$ cat src/rtl/reg_access_arbiter_pkg.sv
// Shared types and register map for the register access arbiter.
// Holds FSM state encoding, address constants and access legality check.
package reg_access_arbiter_pkg;

    typedef enum logic [1:0] {
        IDLE    = 2'd0,
        ISSUE   = 2'd1,
        CMD_CLR = 2'd2,
        RESP    = 2'd3
    } state_t;

    localparam logic [2:0] CTRL0           = 3'd0;
    localparam logic [2:0] PWM_MODE        = 3'd1;
    localparam logic [2:0] CNT_TIMER_MODE0 = 3'd2;
    localparam logic [2:0] CNT_TIMER_MODE1 = 3'd3;
    localparam logic [2:0] ACT_CNT_VALUE   = 3'd4;
    localparam logic [2:0] COMMAND         = 3'd5;
    localparam logic [2:0] CAPTURE_STATUS  = 3'd6;
    localparam logic [2:0] UNMAPPED        = 3'd7;

    // Writes to read-only/unmapped slots and reads of the hole are errors.
    function automatic logic access_err(input logic we, input logic [2:0] a);
        if (we)
            access_err = (a == ACT_CNT_VALUE) || (a == CAPTURE_STATUS) ||
                         (a == UNMAPPED);
        else
            access_err = (a == UNMAPPED);
    endfunction

endpackage

$ cat src/rtl/reg_access_arbiter_rr_arbiter2.sv
// Two-way round-robin selector.
// Last-grant pointer names the requester served most recently.
module rr_arbiter2 (
    input  logic [1:0] req,
    input  logic       last,
    output logic [1:0] gnt
);

    // Contention goes to the requester not served last.
    always_comb begin
        gnt = 2'b00;
        if (req == 2'b11)
            gnt = last ? 2'b01 : 2'b10;
        else
            gnt = req;
    end

endmodule

$ cat src/rtl/reg_access_arbiter.sv
// Arbitrates two requesters onto a single register-block port.
// One access per grant; COMMAND self-clear inserts an extra write.
module reg_access_arbiter
    import reg_access_arbiter_pkg::*;
#(
    parameter int NREQ = 2
) (
    input  logic              clk_i,
    input  logic              rstn_i,
    input  logic [NREQ-1:0]   req_i,
    input  logic [NREQ-1:0]   we_i,
    input  logic [NREQ*3-1:0] addr_i,
    input  logic [NREQ*16-1:0] wdata_i,
    output logic [NREQ-1:0]   gnt_o,
    output logic [NREQ-1:0]   done_o,
    output logic              err_o,
    output logic [15:0]       rdata_o,
    output logic              acc_en_o,
    output logic              wr_en_o,
    output logic [2:0]        addr_o,
    output logic [15:0]       wdata_o,
    input  logic [15:0]       rdata_i
);

    state_t          r_state;
    logic            r_last;
    logic [1:0]      r_gnt;
    logic            r_we;
    logic [2:0]      r_addr;
    logic [15:0]     r_wdata;
    logic            r_err;
    logic [15:0]     r_rdata;

    logic [1:0]      w_win;
    logic            w_sel;
    logic            w_we;
    logic [2:0]      w_addr;
    logic [15:0]     w_wdata;
    logic            w_cmd;

    rr_arbiter2 u_rr (
        .req  (req_i[1:0]),
        .last (r_last),
        .gnt  (w_win)
    );

    // Route the winning requester's fields to the latch inputs.
    always_comb begin
        w_sel   = w_win[1];
        w_we    = w_sel ? we_i[1]         : we_i[0];
        w_addr  = w_sel ? addr_i[5:3]     : addr_i[2:0];
        w_wdata = w_sel ? wdata_i[31:16]  : wdata_i[15:0];
        w_cmd   = r_we && !r_err && (r_addr == COMMAND) &&
                  (r_wdata[4] || r_wdata[0]);
    end

    // Transaction FSM with request latch and read-data capture.
    always_ff @(posedge clk_i or negedge rstn_i) begin
        if (!rstn_i) begin
            r_state <= IDLE;
            r_last  <= 1'b1;
            r_gnt   <= 2'b00;
            r_we    <= 1'b0;
            r_addr  <= 3'd0;
            r_wdata <= 16'd0;
            r_err   <= 1'b0;
            r_rdata <= 16'd0;
        end else begin
            unique case (r_state)
                IDLE: begin
                    if (|req_i[1:0]) begin
                        r_gnt   <= w_win;
                        r_last  <= w_sel;
                        r_we    <= w_we;
                        r_addr  <= w_addr;
                        r_wdata <= w_wdata;
                        r_err   <= access_err(w_we, w_addr);
                        r_state <= ISSUE;
                    end
                end
                ISSUE: begin
                    r_rdata <= (!r_we && !r_err) ? rdata_i : 16'd0;
                    r_state <= w_cmd ? CMD_CLR : RESP;
                end
                CMD_CLR: r_state <= RESP;
                RESP:    r_state <= IDLE;
            endcase
        end
    end

    // Output decode; everything is quiet outside its owning state.
    always_comb begin
        gnt_o    = '0;
        done_o   = '0;
        err_o    = 1'b0;
        rdata_o  = 16'd0;
        acc_en_o = 1'b0;
        wr_en_o  = 1'b0;
        addr_o   = 3'd0;
        wdata_o  = 16'd0;
        unique case (r_state)
            ISSUE: begin
                gnt_o    = r_gnt;
                acc_en_o = !r_err;
                wr_en_o  = r_we && !r_err;
                addr_o   = r_addr;
                wdata_o  = r_wdata;
            end
            CMD_CLR: begin
                acc_en_o = 1'b1;
                wr_en_o  = 1'b1;
                addr_o   = COMMAND;
            end
            RESP: begin
                done_o  = r_gnt;
                err_o   = r_err;
                rdata_o = r_rdata;
            end
            default: ;
        endcase
    end

endmodule

$ cat config.mk
export PLATFORM = sky130hd
export DESIGN_NAME = reg_access_arbiter
export DESIGN_NICKNAME = d
export VERILOG_FILES = /design/src/rtl/reg_access_arbiter_pkg.sv /design/src/rtl/reg_access_arbiter_rr_arbiter2.sv /design/src/rtl/reg_access_arbiter.sv
export SDC_FILE = /design/constraint.sdc
export NUM_CORES = 1
export LEC_CHECK = 0
export ABC_AREA = 0
export CAP_MARGIN = 20
export CORE_ASPECT_RATIO = 1.1
export CORE_MARGIN = 1.5
export CORE_UTILIZATION = 45
export DETAILED_ROUTE_END_ITERATION = 12
export PLACE_DENSITY = 0.86
export RECOVER_POWER = 25
export SYNTH_ARGS = -nofsm -noshare
export SYNTH_HDL_FRONTEND = slang
export SYNTH_SLANG_ARGS = --single-unit
$ cat constraint.sdc
create_clock -name clk_i -period 2.61 [get_ports clk_i]
set_clock_uncertainty 0.2 [all_clocks]
set_input_delay 0.522 -clock clk_i [delete_from_list [all_inputs] [get_ports clk_i]]
set_output_delay 0.522 -clock clk_i [all_outputs]
set_load 0.01 [all_outputs]
==> flow_summary.yaml <==
clocking:
  clkSlewWorstSetupHoldPaths_ps: 80
  htree_levels: 2
  cts_tree: "built"
  cts_buffer_depth: 2
  cts_root_buf: "clkbuf_8"
  clkLatencyLatePin_ps: 290
  cts_buffers: 5
  clock_sinks: 42
worst_setup_path:
  path_class: "flip-flop to output port"
  start_kind: "flip-flop"
  setup.worst_path.end_class: "output port"
  cp.arrival_ps: 1790
  worstPathMaxFanout: 5
  worst_ep_required_time_ps: 1890
  rrSetupSlack_ps: 720
cells_and_area:
  final_cell_mix: "clkdlybuf4s50_1 (79), dfrtp_1 (40), and2_1 (38)"
  instances_no_fill: 401
  fin_nets: 409
  mostFrequentLayoutCell: "clkdlybuf4s50_1"
  drive_above_1_share: 0.101
  syn_to_final_growth_pct: 59.6
  nFillCells: 359
  antennaDiodeCount: 0
  postLayoutCoreUtil: 0.755
timing:
  hold_viol_final: 0
  period_share: 0.964
  slew_headroom: 0.318
  setup_viol: 0
  tightestPinTransition_ps: 1020
  min_period_ps: 2520
  rsz0062_at_grt: "false"
  final_max_slew_viol_count: 0
  finalSetupTns_ps: 0
  clock.fmax_mhz: 397
  whs_ps: 277
detailed_routing:
  first_pass_iters: 4
  drt-initial-drc-count: 106
  routed_wl_um: 5670
  drc_errors: 0
  vias: 2009
  ant_nets: 0
  via_per_inst: 5.01
  wl_per_cell_um: 14.1
power:
  power_density_nw_per_um2: 968
  finalPower_uw: 3450
  leakagePower_uw: 0.00185
  vdd_drop_max_v: 0.000452
synthesis:
  ys_types: 28
  yosysSeqAreaShare: 0.471
  syn_area_um2: 2230
  syn_nets: 301
  avgSynthCellArea_um2: 9.46
  synthCells: 236
  ys_ff_latch: 42
  ys_warn_count: 0
placed_design:
  dp_hpwl_um: 4060
  gp_congestion: 0.801
  dp.cells: 386
  port_buffers: 101
flow_run:
  drv_cap: 0
die:
  start_util: 0.473
  rows: 26
  die-area_um2: 5390
  dieHeight_um: 76.9
  coreArea_um2: 4720
  die_x_um: 70.2
  pin_count: 102
grt:
  antenna_found_initial: 0
  grt_usage: 0.222
  grt_max_degree: 43
  grt_pass1_vias: 2056
  grt.overflow.total: 0
  grt_pass1_wl_um: 9640
min_path:
  hp-class: "input port to asynchronous set/reset pin"
status:
  outcome: "completed"
routing by layer:
metal / vias up / GRT usage / part of all wire
li1: 992 / - / -
met1: 925 / 0.270 / 0.42
met2: 83 / 0.376 / 0.50
met3: 9 / 0.0552 / 0.063
met4: 0 / 0.0885 / 0.017
met5: - / 0 / 0
cells by family (layout without fill, tap and decap cells):
family | count (synthesis) | count (layout) | share of synthesized area
and+or+nand+nor | 82 | 82 | 0.191
AOI/OAI and AO/OA | 54 | 54 | 0.145
DFF | 42 | 42 | 0.471
buffers and inverters | 31 | 140 | 0.0661
muxes | 22 | 22 | 0.0987
adders and majority gates | 5 | 5 | 0.0280
final cells by class:
cell class / count / area (um2) / area share
Timing Repair Buffer: 114 / 1200 / 0.338
Sequential cell: 42 / 1050 / 0.296
Inverter: 18 / 67.6 / 0.0190
Multi-Input combinational cell: 163 / 1080 / 0.302
Tap cell: 56 / 70.1 / 0.0197
Clock inverter: 1 / 5.00 / 0.00140
Clock buffer: 7 / 86.3 / 0.0242
path summary, 6_finish.rpt:
| path | to | start | depth (start not counted) |
|---|---|---|---|
| max reg2reg | r_rdata[10] | r_state[0] | 8 |
| max | addr_o[0] | r_state[0] | 5 |
| max in group asynchronous | r_state[0] | rstn_i | 2 |
| min reg2reg | r_wdata[7] | r_wdata[7] | 2 |
| min in group clk_i | r_wdata[7] | r_wdata[7] | 2 |
| min | r_rdata[0] | rstn_i | 2 |
cells in the mapped netlist (all sizes together):
master | instances | area share
a21boi | 1 | 0.0084
a21oi | 5 | 0.011
a22o | 2 | 0.0078
a31oi | 1 | 0.0028
a32o | 2 | 0.0090
a32oi | 1 | 0.0039
and2 | 38 | 0.11
buf | 6 | 0.024
clkbuf | 7 | 0.012
dfrtp | 41 | 0.46
dfstp | 1 | 0.012
ha | 5 | 0.028
inv | 18 | 0.030
mux2i | 22 | 0.099
nand2 | 37 | 0.062
nand2b | 1 | 0.0028
nor2 | 1 | 0.0017
nor2b | 3 | 0.0084
nor3b | 1 | 0.0056
o21a | 2 | 0.0067
o21ai | 39 | 0.091
o41ai | 1 | 0.0039
or3b | 1 | 0.0039
state kept, by name, indices dropped and copies added (netlist names):
register  flops
r_rdata      16
r_wdata      16
r_addr        3
r_gnt         2
r_state       2
r_err         1
r_last        1
r_we          1
report_power, final:
group          leakage [uW]  internal, uW  switching, uW
clock             0.0000482           213            211
sequential         0.000525           952            201
combinational       0.00128          1010            858
worst max-delay path: stages, from the launching register on:
cell	delay, ps
dfrtp_2	440
inv_2	130
ha_2	230
a21oi_1	50
nor2b_1	110
clkdlybuf4s50_1	540
through the flow:
step	setup WS, ps	instance area (um2)
6_report	93.6	3560
5_1_grt	1.44	3560
4_1_cts	18.5	3460
3_3_place_gp	222	3300
3_5_place_dp	133	3300
2_1_floorplan	566	2230
what timing repair did:
item | 4_1_cts | 5_1_grt
setup buffers | 4 | 2
setup endpoints to repair | 38 | 41
gates resized for setup | 9 | 24
cloned | 0 | 1
pin swaps | 0 | 1
hold buffers | 0 | 0
(Power assumes the default switching activity.)
